--- config.mk ---
export PLATFORM = sky130hd
export DESIGN_NAME = vec_result_serializer_flat
export DESIGN_NICKNAME = d
export VERILOG_FILES = /design/src/rtl/vec_result_serializer_if.sv /design/src/rtl/vec_result_serializer.sv /design/src/flat_wrapper.sv
export SDC_FILE = /design/constraint.sdc
export NUM_CORES = 1
export LEC_CHECK = 0
export CAP_MARGIN = 10
export CELL_PAD_IN_SITES_DETAIL_PLACEMENT = 0
export CELL_PAD_IN_SITES_GLOBAL_PLACEMENT = 1
export CORE_MARGIN = 4
export CORE_UTILIZATION = 35
export DETAILED_ROUTE_END_ITERATION = 16
export GPL_TIMING_DRIVEN = 0
export PLACE_DENSITY_LB_ADDON = 0.25
export SLEW_MARGIN = 10
export SYNTH_ARGS = -nofsm -noshare
export SYNTH_HDL_FRONTEND = slang
export SYNTH_SLANG_ARGS = --single-unit
--- constraint.sdc ---
create_clock -name clk -period 2.24 [get_ports clk]
set_clock_uncertainty 0.05 [all_clocks]
set_input_delay 0.448 -clock clk [delete_from_list [all_inputs] [get_ports clk]]
set_output_delay 0.448 -clock clk [all_outputs]
set_load 0.02 [all_outputs]
--- src/rtl/vec_result_serializer_if.sv ---
// Handshake bundle for the vector result serializer: a parallel result
// vector (f1..f4) coming in and a byte stream going out, each with
// valid/ready. Lane values carry signed two's complement data verbatim.
interface vec_result_serializer_if #(
  parameter int W = 8
);
  logic [W-1:0] f1;
  logic [W-1:0] f2;
  logic [W-1:0] f3;
  logic [W-1:0] f4;
  logic         in_valid;
  logic         in_ready;
  logic [W-1:0] dout;
  logic         dout_valid;
  logic         dout_ready;
  logic         dout_last;

  // Producer of result vectors / consumer of the byte stream.
  modport master (
    output f1, f2, f3, f4, in_valid, dout_ready,
    input  in_ready, dout, dout_valid, dout_last
  );

  // The serializer itself.
  modport slave (
    input  f1, f2, f3, f4, in_valid, dout_ready,
    output in_ready, dout, dout_valid, dout_last
  );
endinterface

--- src/rtl/vec_result_serializer.sv ---
// Vector result serializer: accepts four W-bit lane results in parallel
// and emits them one beat per cycle, lane 1 first. An active slot holds
// the vector being sent and a pending slot holds the next one, so
// consecutive vectors stream without a gap between lane 4 and lane 1.
module vec_result_serializer #(
  parameter int W = 8
) (
  input  logic                   clk,
  input  logic                   rst,          // asynchronous, active low
  vec_result_serializer_if.slave bus,
  output logic                   busy,
  output logic [7:0]             frames_sent
);

  typedef enum logic {
    IDLE = 1'b0,
    SEND = 1'b1
  } state_t;

  // Lane 0 of every packed vector below is f1 (sent first).
  logic [3:0][W-1:0] lane_in;
  logic [3:0][W-1:0] active_reg;
  logic [3:0][W-1:0] active_next;
  logic [3:0][W-1:0] pend_reg;
  logic [3:0][W-1:0] pend_next;

  state_t     state_reg;
  state_t     state_next;
  logic [1:0] idx_reg;
  logic [1:0] idx_next;
  logic       pend_full_reg;
  logic       pend_full_next;
  logic [7:0] frames_reg;
  logic [7:0] frames_next;

  // Control strobes produced by the FSM and consumed by the lane datapath.
  logic load_active_in;
  logic load_active_pend;
  logic load_pend;

  logic capture;
  logic beat;
  logic last_beat;

  assign lane_in = {bus.f4, bus.f3, bus.f2, bus.f1};

  // Ready only reflects slot occupancy, so upstream never sees a
  // combinational path from its own valid or from the sink's ready.
  assign bus.in_ready = !pend_full_reg;
  assign capture      = bus.in_valid && !pend_full_reg;
  assign beat         = (state_reg == SEND) && bus.dout_ready;
  assign last_beat    = beat && (idx_reg == 2'd3);

  // Next-state and slot-control decode.
  always_comb begin
    state_next       = state_reg;
    idx_next         = idx_reg;
    pend_full_next   = pend_full_reg;
    frames_next      = frames_reg;
    load_active_in   = 1'b0;
    load_active_pend = 1'b0;
    load_pend        = 1'b0;

    unique case (state_reg)
      IDLE: begin
        if (capture) begin
          load_active_in = 1'b1;
          idx_next       = 2'd0;
          state_next     = SEND;
        end
      end

      SEND: begin
        if (beat) begin
          if (idx_reg != 2'd3) begin
            idx_next = idx_reg + 2'd1;
          end else begin
            frames_next = frames_reg + 8'd1;
            if (pend_full_reg) begin
              // Capture is blocked while pend is full, so no conflict here.
              load_active_pend = 1'b1;
              pend_full_next   = 1'b0;
              idx_next         = 2'd0;
            end else if (capture) begin
              // Fresh vector goes straight to active: no bubble, pend stays empty.
              load_active_in = 1'b1;
              idx_next       = 2'd0;
            end else begin
              state_next = IDLE;
            end
          end
        end
        // Any other capture while sending parks the vector in pend.
        if (capture && !last_beat) begin
          load_pend      = 1'b1;
          pend_full_next = 1'b1;
        end
      end

      default: begin
        state_next = IDLE;
      end
    endcase
  end

  // Per-lane slot datapath: active reloads from pend or from the inputs,
  // pend reloads only from the inputs.
  for (genvar gi = 0; gi < 4; gi++) begin : g_lane
    assign active_next[gi] = load_active_pend ? pend_reg[gi] :
                             load_active_in   ? lane_in[gi]  :
                                                active_reg[gi];
    assign pend_next[gi]   = load_pend ? lane_in[gi] : pend_reg[gi];
  end

  // Control and data registers; reset discards both slots.
  always_ff @(posedge clk or negedge rst) begin
    if (!rst) begin
      state_reg     <= IDLE;
      idx_reg       <= 2'd0;
      pend_full_reg <= 1'b0;
      frames_reg    <= 8'd0;
      active_reg    <= '0;
      pend_reg      <= '0;
    end else begin
      state_reg     <= state_next;
      idx_reg       <= idx_next;
      pend_full_reg <= pend_full_next;
      frames_reg    <= frames_next;
      active_reg    <= active_next;
      pend_reg      <= pend_next;
    end
  end

  // Output stage: all outputs decode from registers; dout is forced to
  // zero whenever no beat is offered.
  always_comb begin
    bus.dout_valid = (state_reg == SEND);
    bus.dout       = (state_reg == SEND) ? active_reg[idx_reg] : '0;
    bus.dout_last  = (state_reg == SEND) && (idx_reg == 2'd3);
    busy           = (state_reg == SEND) || pend_full_reg;
    frames_sent    = frames_reg;
  end

endmodule

--- src/flat_wrapper.sv ---
// flat-port wrapper written by rule: the top's interface ports become plain ports
module vec_result_serializer_flat 
#(
  parameter int W = 8
)
  (clk, rst, busy, frames_sent, bus_f1, bus_f2, bus_f3, bus_f4, bus_in_valid, bus_dout_ready, bus_in_ready, bus_dout, bus_dout_valid, bus_dout_last);
  vec_result_serializer_if #(.W(W)) bus_i ();
  input  logic clk;
  input  logic rst;
  output logic busy;
  output logic [7:0] frames_sent;
  input wire logic [$bits(bus_i.f1)-1:0] bus_f1;
  input wire logic [$bits(bus_i.f2)-1:0] bus_f2;
  input wire logic [$bits(bus_i.f3)-1:0] bus_f3;
  input wire logic [$bits(bus_i.f4)-1:0] bus_f4;
  input wire logic [$bits(bus_i.in_valid)-1:0] bus_in_valid;
  input wire logic [$bits(bus_i.dout_ready)-1:0] bus_dout_ready;
  output wire logic [$bits(bus_i.in_ready)-1:0] bus_in_ready;
  output wire logic [$bits(bus_i.dout)-1:0] bus_dout;
  output wire logic [$bits(bus_i.dout_valid)-1:0] bus_dout_valid;
  output wire logic [$bits(bus_i.dout_last)-1:0] bus_dout_last;
  assign bus_i.f1 = bus_f1;
  assign bus_i.f2 = bus_f2;
  assign bus_i.f3 = bus_f3;
  assign bus_i.f4 = bus_f4;
  assign bus_i.in_valid = bus_in_valid;
  assign bus_i.dout_ready = bus_dout_ready;
  assign bus_in_ready = bus_i.in_ready;
  assign bus_dout = bus_i.dout;
  assign bus_dout_valid = bus_i.dout_valid;
  assign bus_dout_last = bus_i.dout_last;
  vec_result_serializer #(.W(W)) u_core (.clk(clk), .rst(rst), .bus(bus_i), .busy(busy), .frames_sent(frames_sent));
endmodule
[Word-level counts from Yosys, hierarchy flattened]
Index checks and enable logic that the tools add are counted.
Word-level totals
  bits in registers: 76
  output and inout port bits: 20
Operators by class
  add/sub/neg operators: 2
  order comparisons: 1
  equality and inequality tests: 4
  mux-type cells: 34
  bitwise logic cells: 2
  reduce and logical (&&, ||, !) cells: 12
Operator list (number)
  2-to-1 mux 8 bit: 10
  binary-select mux 8 bit (select 2 bit): 1
  2-to-1 mux 1 bit: 16
  adder 8 x 1 -> 8 bit, second input constant: 1
  2-to-1 mux 2 bit: 4
  inequality test 2 bit, second input constant: 3
  AND reduction 3 bit: 2
  logical AND 1 bit: 5
  case mux 1 bit (2 select lines): 2
  case mux 2 bit (2 select lines): 1
  nonzero test 2 bit: 2
  < comparator 2 x 3 -> 1 bit, second input constant: 1
  adder 2 x 1 -> 2 bit, second input constant: 1
  == test 2 bit, second input constant: 1
  logical NOT 1 bit: 2
  NOT 1 bit: 2
  logical OR 1 bit: 1

[Logic depth before layout (Yosys ltp)]
Gate-level depths: netlist of the first run.
  depth after elaboration: 9
  gate-level depth with buffers: 8
  depth with buffers taken out: 4

[Worst setup path after synthesis of the first run]
No wires, ideal clock.
  path kind: reg2out
  from: register u_core.idx_reg[0]
  to: output bus_dout[7]
  arrival time: 1364 ps
  data required time: 1742 ps
  slack: 378 ps
  stages on the path, launching flop included: 4
  path through: dfrtp_1 -> buf_2 -> mux4_2 -> and2_1
On the way
  cells in the longest elaborated chain, start to end: 3
RTL lines
  start: declaration: line vec_result_serializer.sv:29  | logic [1:0] idx_reg;
  start signal: assignment: line vec_result_serializer.sv:126  | idx_reg <= idx_next;
  binary-select mux 8 bit (select 2 bit): line vec_result_serializer.sv:138  | bus.dout = (state_reg == SEND) ? active_reg[idx_reg] : '0;
  2-to-1 mux 8 bit (not written as such): line vec_result_serializer.sv:138
  2-to-1 mux 8 bit: line vec_result_serializer.sv:138
  end: declaration: line flat_wrapper.sv:19  | output wire logic [$bits(bus_i.dout)-1:0] bus_dout;
No other way between the ends. The select of a mux whose other input is x is not followed.

[Worst setup path in the final report of the first run]
  from: register u_core.idx_reg[0]
  to: output bus_dout[5]
Same word-level chain as after synthesis.

==> out/metrics.csv, run 1 <==
metric,value,unit
type of the most critical hold path,primary input to asynchronous set/reset pin,
outcome,finished with violations,
Pre-Repair DR Iteration Count,4,
crit path capture type,primary output,
Unique masters post-synth,37,
largest area contributor in the netlist,dfrtp_1,
layout cells sized above 1,0.332,
# placed instances,516,
part of the cycle the worst path needs,1.04,
width of the die,114,um
TritonCTS Buffers,9,
#FFs+latches synth,76,
drc violations,0,
die area,13000,um^2
via count,2718,
minimum clock period,2.32,ns
Final WS setup,-0.0787,ns
Critical Path Start Type,flop,
pin count of the biggest net entering global routing,49,
hold_buf cts,0,
Net Sw Frac,0.320,
site row count,38,
Final nets,431,
syn avg cell area,12.3,um^2
ranking of synthesized cells by area,"dfrtp_1, mux2_4, a31oi_2, nand2_1, a211oi_1",
root buffer cell,clkbuf_16,
post-synthesis sequential area ratio,0.482,
clock network fraction of total power,0.237,
final std cells w/o fill,537,
Worst Max-Slew Pin Slew,0.407,ns
initial cell density of the core,0.361,
Combinational Power Share,0.432,
drt via density,5.06,
R2R cell count,8,
ys async rst share,1.00,
ANT nets after route,0,
worst hold slack,-0.0118,ns
Synth Flop Type,dfrtp_1,
Core Box Area,10900,um^2
WS Path Type,flop to primary output,
leak pwr,2.23,nW
Rel. slew slack,0.729,
"EDFF count, synth",0,
Routability Congestion,0.771,
overall die height,114,um
global-route wire length before repair,15.7,mm
"Power, Total",7.49,mW
sequential share of power,0.331,
Max Slew Vio Count,0,
"commonest non-fill, non-tap cell in the layout",dfrtp_1,
power density cells,1450,nW/um^2
Antenna Cells,0,
routed length per instance,17.9,um
max_cap viols,0,
top cell type's share of synthesized area,0.482,
arrival time worst endpoint,1.82,ns
area delta synth->final,31.0,%
drt total wl,9.59,mm
internal power component,5.09,mW
DPL Wire Length,6.76,mm
Clock Path Buffers,2,
grt ovf,0,
Port Buffer Count,55,
Syn. warnings,0,
syn_nets,359,
critical-path maximum fanout,5,
initial antenna violation count,0,
GRT Total Usage,0.157,
NetSw,2.39,mW
H-tree depth,3,
Mapped Area,3950,um^2
synthesized instance count,320,
clk sink count,76,
failing checks,"hold timing, setup timing",
RSZ-0062 raised after global routing,yes,
VDD IR max,628,uV
Ports,56,
worst-skew pair later-pin latency,0.34,ns
CTS tree,built,
Register-to-Register Setup Slack,0.20,ns
Critical Path RT,1.74,ns
DR iter-0 viols,81,
maximum clock rate,431,MHz
setup violators final,4,
vias in the first global route,2873,
"CTS clk-pin slew, worst paths",0.06,ns
"Hold Vio Cnt, Final",9,
most frequent cells in the layout,"dfrtp_1, nand2_1, clkdlybuf4s50_1, mux2_4, a211oi_1",
[final timing paths]
kind,startpoint,to
worst max-delay path,u_core.idx_reg[0],bus_dout[5]
worst min-delay path,rst,u_core.pend_reg[4]
worst max register to register,u_core.idx_reg[0],u_core.active_reg[9]
worst min register to register,u_core.frames_sent[7],u_core.frames_sent[7]
max in group asynchronous,rst,u_core.pend_reg[22]
min in group clk,u_core.frames_sent[7],u_core.frames_sent[7]
[synthesized netlist by cell type, types with 5 or more instances]
cell      count
mux2_4       29
a211oi_1     26
a31oi_1       6
mux4_2        8
buf_2        13
dfrtp_1      76
nand4_1       5
a31oi_2      20
nand2_1      60
a221o_1       6
and2_1       14
buf_6        10
[through the flow]
stage | instance area (um^2) | setup WS [ns] | utilization | setup TNS [ns]
finish | 5170 | -0.0787 | 0.472 | -0.119
CTS | 5150 | -0.0778 | 0.471 | -0.111
global route | 5170 | -0.156 | 0.472 | -0.755
global placement | 4670 | -2.14 | 0.427 | -163.75
floorplan | 3950 | 0.378 | - | 0
detailed placement | 4700 | -0.236 | 0.429 | -1.76
[area by class of cell]
| type | instances | area [um^2] |
|---|---|---|
| inverter | 3 | 11.3 |
| tap | 140 | 175 |
| timing repair buffer | 61 | 641 |
| clock buffer | 13 | 280 |
| buffer | 29 | 228 |
| multi-input combinational | 212 | 1840 |
| sequential | 76 | 1900 |
| clock inverter | 3 | 90.1 |
| fill | 1020 | 5770 |
[critical path, cell delays in order (launching register included)]
cell     delay [ns]
dfrtp_1        0.37
buf_6          0.12
buf_8          0.12
buf_6          0.10
mux4_2         0.48
and2_4         0.18
buf_6          0.12
[power by group through the flow]
stage	Clock, mW	Sequential [mW]	Combinational [mW]
after global placement	0	2.48	2.94
final	1.77	2.48	3.23
after floorplan	0	2.34	2.10
after detailed placement	0	2.49	2.98
after CTS	1.80	2.48	3.21
after global routing	1.86	2.56	3.48
[routing by layer]
layer | routed length (um) | share of wire | up-vias | global-route usage
li1 | - | - | 1303 | -
met1 | 4660 | 0.49 | 1357 | 0.215
met2 | 4470 | 0.47 | 49 | 0.244
met3 | 356 | 0.037 | 9 | 0.0428
met4 | 106 | 0.011 | 0 | 0.0435
met5 | 0 | 0 | - | 0
[timing repair]
action,4_1_cts,5_1_grt
resized for setup,59,6
setup buffers,4,0
endpoints found under the setup margin,10,9
gates cloned,1,0
endpoints found under the hold margin,0,0
[logic make-up after synthesis]
group,count (synthesis),synth area share
multiplexers,41,0.167
adder cells (fa/ha/maj),3,0.00952
flip-flops,76,0.482
buffers and inverters,32,0.0574
AND/OR/NAND/NOR,95,0.114
AO/OA/AOI/OAI,66,0.154
XOR/XNOR,7,0.0155
No activity file was read; power rests on OpenSTA's default activity.
==> run 2: changes to the inputs <==
Settings changed: GPL_TIMING_DRIVEN 0 to unset.
==> out/metrics.csv, run 2 (synthesis gave the netlist of run 1 again) <==
metric,value,unit
outcome,"complete, no violations",
TritonCTS Buffers,9,
most frequent cells in the layout,"dfrtp_1, nand2_1, clkdlybuf4s50_1, mux2_4, a211oi_1",
sequential share of power,0.362,
Core Box Area,10900,um^2
arrival time worst endpoint,1.68,ns
"Hold Vio Cnt, Final",0,
Rel. slew slack,0.739,
NetSw,2.33,mW
Max Slew Vio Count,0,
area delta synth->final,26.6,%
RR Startpoint,u_core.idx_reg[0],
Critical Path RT,1.74,ns
Net Sw Frac,0.341,
DP Worst Slack,0.0181,ns
maximum clock rate,460,MHz
Combinational Power Share,0.423,
DPL Wire Length,6.54,mm
pin count of the biggest net entering global routing,51,
root buffer cell,clkbuf_16,
internal power component,4.50,mW
WS Path Type,flop to primary output,
CTS tree,built,
post-place instance area,4720,um^2
drt via density,5.11,
routed length per instance,17.9,um
die area,13000,um^2
clk sink count,76,
via count,2691,
initial cell density of the core,0.361,
critical-path maximum fanout,9,
Pre-Repair DR Iteration Count,4,
DR iter-0 viols,117,
initial antenna violation count,0,
worst-skew pair later-pin latency,0.33,ns
clock network fraction of total power,0.215,
crit path capture,bus_dout[6],
Ports,56,
Final WS setup,0.0655,ns
Worst Max-Slew Pin Slew,0.392,ns
"Design Area, Final",4990,um^2
GRT Total Usage,0.157,
power density cells,1370,nW/um^2
Port Buffer Count,55,
leak pwr,2.11,nW
width of the die,114,um
Register-to-Register Setup Slack,0.13,ns
vias in the first global route,2883,
Routability Congestion,0.741,
setup TNS,0,ns
crit path capture type,primary output,
drc violations,0,
Critical Path Start Type,flop,
"Power, Total",6.83,mW
R2R cell count,8,
"commonest non-fill, non-tap cell in the layout",dfrtp_1,
Setup Buffers After CTS,0,
RSZ-0062 raised after global routing,yes,
grt ovf,0,
Clock Path Buffers,2,
layout cells sized above 1,0.297,
site row count,38,
Antenna Cells,0,
type of the most critical hold path,flop to flop,
crit path from,u_core.idx_reg[0],
ANT nets after route,0,
global-route wire length before repair,16.0,mm
H-tree depth,3,
part of the cycle the worst path needs,0.971,
drt total wl,9.44,mm
worst hold slack,0.413,ns
max_cap viols,0,
overall die height,114,um
VDD IR max,559,uV
setup violators final,0,
Final nets,421,
Reg-to-Reg End,u_core.active_reg[8],
"CTS clk-pin slew, worst paths",0.06,ns
minimum clock period,2.17,ns
==> run 2: per-stage QoR <==
| step | utilization | cells |
|---|---|---|
| 4_1_cts | 0.457 | 527 |
| 2_1_floorplan | - | 320 |
| 3_3_place_gp | 0.432 | 510 |
| 3_5_place_dp | 0.432 | 510 |
| 5_1_grt | 0.457 | 527 |
| 6_report | 0.457 | 527 |
==> run 2: power groups by stage <==
stage	Clock [mW]	Combinational (mW)	Sequential, mW
after floorplan	0	2.10	2.34
after global routing	1.56	3.16	2.55
final	1.47	2.89	2.47
after detailed placement	0	3.04	2.48
after global placement	0	2.99	2.49
after CTS	1.50	2.92	2.47
==> run 2: worst max-delay path, stage by stage, from the launching register on <==
cell and delay (ns):
dfrtp_1 0.37, buf_12 0.15, mux4_2 0.50, and2_1 0.17
buf_2 0.15
==> run 2: worst min-delay path by stage <==
stage,from,endpoint,slack [ns],cells past startpoint
5_1_grt,u_core.frames_sent[7],u_core.frames_sent[7],0.45,1
2_1_floorplan,rst,u_core.active_reg[0],0.10,0
3_3_place_gp,rst,u_core.pend_reg[2],0.35,1
6_report,u_core.frames_sent[7],u_core.frames_sent[7],0.41,1
3_5_place_dp,rst,u_core.pend_reg[8],0.35,1
4_1_cts,u_core.frames_sent[7],u_core.frames_sent[7],0.42,1
==> run 2: cell type report <==
| class | instances | area [um^2] |
|---|---|---|
| Tap cell | 140 | 175 |
| Multi-Input combinational cell | 212 | 1820 |
| Sequential cell | 76 | 1900 |
| Inverter | 3 | 11.3 |
| Clock buffer | 10 | 239 |
| Fill cell | 1023 | 5940 |
| Timing Repair Buffer | 80 | 783 |
| Clock inverter | 6 | 63.8 |
==> run 2: layer usage <==
layer | wire, um | vias up | share of wire | track usage
met5 | 0 | - | 0 | 0
met4 | 124 | 0 | 0.013 | 0.0412
met2 | 4410 | 48 | 0.47 | 0.240
met1 | 4530 | 1341 | 0.48 | 0.221
li1 | - | 1292 | - | -
met3 | 377 | 10 | 0.040 | 0.0428
==> run 2: repair_timing <==
item,4_1_cts,5_1_grt
hold buffers,1,0
cloned,0,0
hold endpoints to repair,6,0
setup endpoints to repair,9,3
pin swaps,0,0
gates resized for setup,33,4
==> run 3: changes to the inputs <==
Settings changed: SKIP_LAST_GASP set to 1.
==> out/metrics.csv, run 3 (synthesis gave the netlist of run 1 again) <==
metric,value,unit
part of the cycle the worst path needs,1.01,
Setup Buffers After CTS,0,
Final nets,421,
ANT nets after route,0,
width of the die,114,um
clk sink count,76,
FF+latch area,1900,um^2
critical-path maximum fanout,9,
type of the most critical hold path,flop to flop,
most frequent cells in the layout,"dfrtp_1, nand2_1, clkdlybuf4s50_1, mux2_4, a211oi_1",
outcome,finished with violations,
Routability Congestion,0.741,
Clock Path Buffers,2,
Core Box Area,10900,um^2
Worst Max-Slew Pin Slew,0.392,ns
Ports,56,
Critical Path RT,1.74,ns
power density cells,1370,nW/um^2
"Design Area, Final",5030,um^2
Max Slew Vio Count,0,
site row count,38,
DR iter-0 viols,115,
overall die height,114,um
failing checks,setup timing,
arrival time worst endpoint,1.77,ns
"Hold Vio Cnt, Final",0,
drt via density,5.10,
root buffer cell,clkbuf_16,
GRT Total Usage,0.157,
DP Worst Slack,0.0181,ns
RSZ-0062 raised after global routing,yes,
Pre-Repair DR Iteration Count,4,
drc violations,0,
grt ovf,0,
via count,2688,
vias in the first global route,2880,
leak pwr,2.11,nW
routed length per instance,17.9,um
Rel. slew slack,0.739,
CTS tree,built,
TritonCTS Buffers,9,
global-route wire length before repair,16.0,mm
"CTS clk-pin slew, worst paths",0.06,ns
crit path capture type,primary output,
footprint of the multi-input gates,1820,um^2
initial cell density of the core,0.361,
FILL cells,1023,
DPL Wire Length,6.54,mm
pin count of the biggest net entering global routing,51,
area delta synth->final,27.4,%
VDD IR max,585,uV
post-place instance area,4720,um^2
Antenna Cells,0,
WS Path Type,flop to primary output,
minimum clock period,2.27,ns
maximum clock rate,440,MHz
worst-skew pair later-pin latency,0.33,ns
layout cells sized above 1,0.295,
Critical Path Start Type,flop,
max_cap viols,0,
Port Buffer Count,55,
die area,13000,um^2
H-tree depth,3,
post-layout util,0.460,
drt total wl,9.46,mm
setup violators final,6,
Final WS setup,-0.0303,ns
initial antenna violation count,0,
"commonest non-fill, non-tap cell in the layout",dfrtp_1,
==> run 3: cell count changes in the layout (fill, tap and decap cells not counted), sizes merged <==
cell / previous run / this run
buf: 33 / 26
clkbuf: 11 / 12
clkdlybuf4s15: 0 / 6
==> run 3: per-stage QoR <==
stage | std cells | total power [mW] | setup TNS [ns] | hold WS (ns)
after floorplan | 320 | 4.45 | 0 | 0.102
after global placement | 510 | 5.48 | 0 | 0.350
after detailed placement | 510 | 5.52 | 0 | 0.355
after CTS | 527 | 6.96 | -0.394 | 0.419
after global routing | 527 | 7.32 | -0.557 | 0.446
final | 527 | 6.89 | -0.143 | 0.413
==> run 3: per-layer routing <==
layer | GRT usage | up-vias | part of all wire | wire [um]
met2 | 0.240 | 42 | 0.47 | 4490
met3 | 0.0418 | 6 | 0.034 | 324
met4 | 0.0412 | 0 | 0.010 | 95
met5 | 0 | - | 0 | 0
li1 | - | 1295 | - | -
met1 | 0.221 | 1345 | 0.48 | 4550
==> run 3: worst paths after layout <==
| kind | startpoint | end | slack, ns | cells after the start |
|---|---|---|---|---|
| worst max-delay path | u_core.idx_reg[0] | bus_dout[7] | -0.03 | 4 |
| worst min-delay path | u_core.frames_sent[7] | u_core.frames_sent[7] | 0.41 | 1 |
| worst max register to register | u_core.idx_reg[0] | u_core.active_reg[8] | 0.13 | 8 |
| worst min register to register | u_core.frames_sent[7] | u_core.frames_sent[7] | 0.41 | 1 |
| max in group asynchronous | rst | u_core.active_reg[17] | 1.01 | 3 |
| min in group asynchronous | rst | u_core.pend_reg[2] | 0.53 | 2 |
==> run 3: critical path, cell delays in order (launching register included) <==
cell and delay, ns:
dfrtp_1 0.37, buf_12 0.15, mux4_2 0.50, and2_1 0.17, clkdlybuf4s15_2 0.24
==> run 3: timing repair <==
item	4_1_cts	5_1_grt
resized for setup	24	4
hold buffers	1	0
pin swaps	0	0
hold endpoints to repair	6	0
setup endpoints to repair	9	8
==> run 3: where the power goes <==
part / leakage [nW] / switching [mW] / internal [mW]
registers: 0.895 / 0.457 / 2.02
logic: 1.07 / 1.30 / 1.64
clock network: 0.144 / 0.576 / 0.891
==> run 3: area by class of cell <==
cell class,instances,share of cell area
inverter,3,0.00224
clock buffer,10,0.0475
sequential,76,0.378
clock inverter,6,0.0127
multi-input combinational,212,0.362
tap,140,0.0348
timing repair buffer,80,0.163
